<file path="src/rtl/mdic_mdio_master.sv">
// MDIO clause-22 management frame engine for the MDIC register block.
// One read/write command per start pulse; generates MDC and the serial frame
// (preamble, ST, OP, PHYAD, REGAD, TA, DATA) and returns read data with a
// sticky ready flag and an error flag.
module mdic_mdio_master #(
    parameter int CLK_DIV      = 16,
    parameter int PREAMBLE_LEN = 32
) (
    input  logic        aclk,
    input  logic        aresetn,
    input  logic        start,
    input  logic [1:0]  op,
    input  logic [4:0]  phy_addr,
    input  logic [4:0]  reg_addr,
    input  logic [15:0] wdata,
    output logic        busy,
    output logic        ready,
    output logic        error,
    output logic [15:0] rdata,
    output logic        mdc,
    input  logic        mdio_i,
    output logic        mdio_o,
    output logic        mdio_oe
);

    typedef enum logic [3:0] {
        S_IDLE,
        S_PRE,
        S_ST,
        S_OP,
        S_PHYAD,
        S_REGAD,
        S_TA,
        S_DATA,
        S_DONE
    } state_t;

    localparam logic [8:0] CNT_LAST = 9'(2 * CLK_DIV - 1);
    localparam logic [8:0] CNT_HALF = 9'(CLK_DIV - 1);
    localparam logic [5:0] PRE_LAST = 6'((PREAMBLE_LEN > 0) ? (PREAMBLE_LEN - 1) : 0);
    localparam bit         HAS_PRE  = (PREAMBLE_LEN > 0);

    state_t      state_q, state_d;
    logic [8:0]  cnt_q, cnt_d;
    logic [5:0]  bitCnt_q, bitCnt_d;
    logic [1:0]  op_q, op_d;
    logic [4:0]  phy_q, phy_d;
    logic [4:0]  regAddr_q, regAddr_d;
    logic [15:0] wdata_q, wdata_d;
    logic [15:0] shift_q, shift_d;
    logic        taErr_q, taErr_d;
    logic        busy_q, busy_d;
    logic        ready_q, ready_d;
    logic        error_q, error_d;
    logic [15:0] rdata_q, rdata_d;
    logic        mdc_q, mdc_d;
    logic        mdioOut_q, mdioOut_d;
    logic        mdioOe_q, mdioOe_d;

    logic        isRead;
    logic [5:0]  fieldLast;
    state_t      fieldNext;
    state_t      advState;
    logic [5:0]  advBit;
    logic        advOut;
    logic        advOe;

    assign isRead  = (op_q == 2'b10);
    assign busy    = busy_q;
    assign ready   = ready_q;
    assign error   = error_q;
    assign rdata   = rdata_q;
    assign mdc     = mdc_q;
    assign mdio_o  = mdioOut_q;
    assign mdio_oe = mdioOe_q;

    // Length of the current field and the field that follows it.
    always_comb begin
        fieldLast = 6'd0;
        fieldNext = S_IDLE;
        case (state_q)
            S_PRE:   begin fieldLast = PRE_LAST; fieldNext = S_ST;    end
            S_ST:    begin fieldLast = 6'd1;     fieldNext = S_OP;    end
            S_OP:    begin fieldLast = 6'd1;     fieldNext = S_PHYAD; end
            S_PHYAD: begin fieldLast = 6'd4;     fieldNext = S_REGAD; end
            S_REGAD: begin fieldLast = 6'd4;     fieldNext = S_TA;    end
            S_TA:    begin fieldLast = 6'd1;     fieldNext = S_DATA;  end
            S_DATA:  begin fieldLast = 6'd15;    fieldNext = S_DONE;  end
            default: begin fieldLast = 6'd0;     fieldNext = S_IDLE;  end
        endcase
    end

    // Position of the next bit and the MDIO drive value/enable it needs.
    always_comb begin
        if (bitCnt_q == fieldLast) begin
            advState = fieldNext;
            advBit   = 6'd0;
        end else begin
            advState = state_q;
            advBit   = bitCnt_q + 6'd1;
        end
        advOut = 1'b1;
        advOe  = 1'b1;
        case (advState)
            S_PRE:   advOut = 1'b1;
            S_ST:    advOut = advBit[0];
            S_OP:    advOut = op_q[~advBit[0]];
            S_PHYAD: advOut = phy_q[3'd4 - advBit[2:0]];
            S_REGAD: advOut = regAddr_q[3'd4 - advBit[2:0]];
            S_TA: begin
                if (isRead) begin
                    advOe  = 1'b0;
                    advOut = 1'b1;
                end else begin
                    advOut = ~advBit[0];
                end
            end
            S_DATA: begin
                if (isRead) begin
                    advOe  = 1'b0;
                    advOut = 1'b1;
                end else begin
                    advOut = wdata_q[4'd15 - advBit[3:0]];
                end
            end
            default: begin
                advOut = 1'b1;
                advOe  = 1'b0;
            end
        endcase
    end

    // Next-state logic: command capture, MDC divider, bit sequencing and read sampling.
    always_comb begin
        state_d   = state_q;
        cnt_d     = cnt_q;
        bitCnt_d  = bitCnt_q;
        op_d      = op_q;
        phy_d     = phy_q;
        regAddr_d = regAddr_q;
        wdata_d   = wdata_q;
        shift_d   = shift_q;
        taErr_d   = taErr_q;
        busy_d    = busy_q;
        ready_d   = ready_q;
        error_d   = error_q;
        rdata_d   = rdata_q;
        mdc_d     = mdc_q;
        mdioOut_d = mdioOut_q;
        mdioOe_d  = mdioOe_q;
        case (state_q)
            S_IDLE: begin
                if (start) begin
                    op_d      = op;
                    phy_d     = phy_addr;
                    regAddr_d = reg_addr;
                    wdata_d   = wdata;
                    if (op == 2'b01 || op == 2'b10) begin
                        state_d   = HAS_PRE ? S_PRE : S_ST;
                        cnt_d     = 9'd0;
                        bitCnt_d  = 6'd0;
                        taErr_d   = 1'b0;
                        busy_d    = 1'b1;
                        ready_d   = 1'b0;
                        error_d   = 1'b0;
                        mdc_d     = 1'b0;
                        mdioOe_d  = 1'b1;
                        mdioOut_d = HAS_PRE;
                    end else begin
                        busy_d  = 1'b0;
                        ready_d = 1'b1;
                        error_d = 1'b1;
                    end
                end
            end
            S_DONE: begin
                state_d = S_IDLE;
            end
            default: begin
                if (cnt_q == CNT_LAST) begin
                    cnt_d = 9'd0;
                    mdc_d = 1'b0;
                    if (isRead && state_q == S_TA && bitCnt_q == 6'd1) begin
                        taErr_d = mdio_i;
                    end
                    if (isRead && state_q == S_DATA) begin
                        shift_d = {shift_q[14:0], mdio_i};
                    end
                    if (advState == S_DONE) begin
                        state_d   = S_DONE;
                        busy_d    = 1'b0;
                        ready_d   = 1'b1;
                        mdioOe_d  = 1'b0;
                        mdioOut_d = 1'b1;
                        if (isRead) begin
                            rdata_d = {shift_q[14:0], mdio_i};
                            error_d = taErr_q;
                        end
                    end else begin
                        state_d   = advState;
                        bitCnt_d  = advBit;
                        mdioOut_d = advOut;
                        mdioOe_d  = advOe;
                    end
                end else begin
                    cnt_d = cnt_q + 9'd1;
                    if (cnt_q == CNT_HALF) begin
                        mdc_d = 1'b1;
                    end
                end
            end
        endcase
    end

    // State and output registers; reset aborts any frame immediately.
    always_ff @(posedge aclk or negedge aresetn) begin
        if (!aresetn) begin
            state_q   <= S_IDLE;
            cnt_q     <= 9'd0;
            bitCnt_q  <= 6'd0;
            op_q      <= 2'b00;
            phy_q     <= 5'd0;
            regAddr_q <= 5'd0;
            wdata_q   <= 16'h0;
            shift_q   <= 16'h0;
            taErr_q   <= 1'b0;
            busy_q    <= 1'b0;
            ready_q   <= 1'b0;
            error_q   <= 1'b0;
            rdata_q   <= 16'h0;
            mdc_q     <= 1'b0;
            mdioOut_q <= 1'b1;
            mdioOe_q  <= 1'b0;
        end else begin
            state_q   <= state_d;
            cnt_q     <= cnt_d;
            bitCnt_q  <= bitCnt_d;
            op_q      <= op_d;
            phy_q     <= phy_d;
            regAddr_q <= regAddr_d;
            wdata_q   <= wdata_d;
            shift_q   <= shift_d;
            taErr_q   <= taErr_d;
            busy_q    <= busy_d;
            ready_q   <= ready_d;
            error_q   <= error_d;
            rdata_q   <= rdata_d;
            mdc_q     <= mdc_d;
            mdioOut_q <= mdioOut_d;
            mdioOe_q  <= mdioOe_d;
        end
    end

endmodule

</file>
<file path="config.mk">
export PLATFORM = sky130hd
export DESIGN_NAME = mdic_mdio_master
export DESIGN_NICKNAME = d
export VERILOG_FILES = /design/src/rtl/mdic_mdio_master.sv
export SDC_FILE = /design/constraint.sdc
export NUM_CORES = 1
export LEC_CHECK = 0
export ABC_CLOCK_PERIOD_IN_PS = 3700
export CORE_MARGIN = 5
export CORE_UTILIZATION = 40
export CTS_CLUSTER_SIZE = 16
export DETAILED_ROUTE_END_ITERATION = 10
export SLEW_MARGIN = 20
export SYNTH_ARGS = -nofsm -noshare
export SYNTH_HDL_FRONTEND = slang
export SYNTH_SLANG_ARGS = --single-unit
</file>
<file path="constraint.sdc">
create_clock -name aclk -period 3.7 [get_ports aclk]
set_input_delay 0.74 -clock aclk [delete_from_list [all_inputs] [get_ports aclk]]
set_output_delay 0.74 -clock aclk [all_outputs]
set_load 0.02 [all_outputs]
</file>
==> impl_metrics.ini <==
[global_routing]
grt_pass1_wl_mm = 16.4
grtUsageTotal = 0.159
grt_antenna_before_repair = 0
grt_max_degree = 32
grt_pass1_vias = 3324
grt_overflow_total = 0

[logic_synthesis]
synthCells = 386
synth_area_per_cell_um2 = 11.3
synth_area_leader_cell = dfrtp_1
async_flop_share = 1.00
synth_warnings = 0
synth_edf_count = 0
yosysSeqAreaShare = 0.487
synth_cell_types = 69
synthMostInstantiatedCell = dfrtp_1
synth_common_cells = dfrtp_1 (84), mux2_2 (60), nand2_1 (29), nor2_1 (26), o21ai_0 (21)
ys_ff_latch = 85
synthTopCellsByArea = dfrtp_1 (48%), mux2_2 (15%), nand2_1 (2.5%), o21ai_0 (2.4%), nor2_1 (2.2%)
synth_ff_type = dfrtp_1
syn-cell-area_um2 = 4370
syn_nets = 422
yosysTopAreaCellShare = 0.481

[layout]
syn2layout_area_growth_pct = 20.5
seq_area_um2 = 2130
antenna_cells = 0
final_cells = 587
nFillCells = 962
multiInputGateArea_um2 = 2110
nets = 478
drive_gt1_frac = 0.248
fin_util = 0.487

[clock_network]
cts_tree = built
clk_latency_ns = 0.37
cts-buffers-inserted = 9
cts_resized = 0
clk_pin_slew_ns = 0.09
cts-root-buf = clkbuf_8
postCtsSetupBuffers = 0
cts.sinks = 85
cts_buffer_depth = 2
hold_buffers = 0
cts-htree-levels = 3

[power_and_ir_drop]
vdd_ir_drop_max_mv = 0.212
p_total_uw = 1750
power_density_nw_per_um2 = 333
p_leak_uw = 0.00235

[place]
gp_congestion = 0.876
post-place-cells = 571
pre_cts_ws_ns = 0.374
io_buffers = 53
dp_hpwl_mm = 7.19

[timing]
min_period_over_period = 0.919
tightest_slew_ns = 0.779
slew_headroom = 0.481
setup_slack_ns = 0.300
finalSetupTns_ns = 0
timing.fmax_ghz = 0.294
setup_viol = 0
hold_viol_final = 0
final_max_slew_viol_count = 0
fin_crit_ns = 3.40
rsz0062_at_grt = no
fin_skew_ns = 0.0153

[drt]
routed_via_density = 5.48
dr.pass1.iters = 4
finalWirelength_mm = 9.76
routedWlPerCell_um = 16.6
drc_errors = 0
drt_iter0_markers = 197
drt.antenna.violating_nets = 0
vias = 3218

[run]
maxCapViolCount = 0

[die]
fp-row-count = 38
die_area_um2 = 13100
core_area_um2 = 10800
die_y_um = 114
io_pins = 54
start_util = 0.405
die_w_um = 114

[critical_path]
critPathMaxStageDelay_ns = 0.86
critPathRequiredTime_ns = 4.01
crit_arrival_ns = 3.71
crit_slowest_cell = dfrtp_1
worstSetupPathType = reg2reg
worstPathMaxFanout = 23
crit_family = compound AO/OA/AOI/OAI gates
crit_buf_inv = 0
crit_chain = xor2_1 > o21a_1 > o211a_2 > nand2_2 > nand2b_1 > ha_1 > o41a_1 > and3_4 > a2111oi_4 > a221o_1
crit_path_end_kind = register
start_kind = register

[status]
status = finished clean

[min_path]
holdCritPathClass = in2async
[cell type report]
cell class | instances | share of cell area
Clock buffer | 10 | 0.0262
Inverter | 7 | 0.00500
Clock inverter | 6 | 0.0102
Multi-Input combinational cell | 274 | 0.401
Timing Repair Buffer | 65 | 0.120
Tap cell | 140 | 0.0333
Sequential cell | 85 | 0.405
[power by group]
group	leakage, uW	switching [uW]	internal [uW]
logic	0.00110	52.0	61.7
clock network	0.0000958	371	275
registers	0.00115	32.3	958
[registers in the layout, indices dropped and copies added (netlist names), 2 cells and up]
signal,cells
bitCnt_q,6
cnt_q,9
op_q,2
phy_q,5
rdata,16
regAddr_q,5
shift_q,15
state_q,4
wdata_q,16
[placed cells by master, fill, tap and decap left out, drive strengths merged, types with 6 or more instances in the layout]
master,n
and3,7
nor3,8
nor2,26
xor2,6
nand3,11
inv,11
clkdlybuf4s50,52
dfrtp,84
a21oi,8
mux2,60
nand2,30
clkbuf,10
o21ai,22
buf,13
[path summary, 6_finish.rpt]
| check | startpoint | to | slack, ns | cells past startpoint |
|---|---|---|---|---|
| max | state_q[1] | mdio_o | 0.30 | 10 |
| min | aresetn | phy_q[4] | 0.28 | 1 |
| max reg2reg | state_q[1] | mdio_o | 0.30 | 10 |
| min reg2reg | phy_q[3] | phy_q[3] | 0.50 | 1 |
| max in group asynchronous | aresetn | rdata[1] | 2.71 | 2 |
| min in group aclk | phy_q[3] | phy_q[3] | 0.50 | 1 |
[per-layer routing]
layer	global-route usage	vias to the layer above	share of wire
met5	0	-	0
met4	0.0768	0	0.026
met3	0.0370	21	0.052
met2	0.240	78	0.46
met1	0.215	1598	0.46
li1	-	1521	-
[cell families after synthesis]
family / after synthesis / share of synthesized area
flops: 85 / 0.487
mux: 67 / 0.177
xor+xnor: 11 / 0.0221
compound gates: 68 / 0.115
simple gates: 123 / 0.155
buf+inv: 27 / 0.0298
fa+ha+maj: 5 / 0.0138
[metrics by stage]
step | area, um^2 | hold slack (ns)
after floorplan | 4370 | 0.444
after global placement | 5070 | 0.471
after detailed placement | 5070 | 0.486
after CTS | 5260 | 0.273
after global routing | 5260 | 0.300
final | 5260 | 0.280
Power figures use the tool's default switching activity.
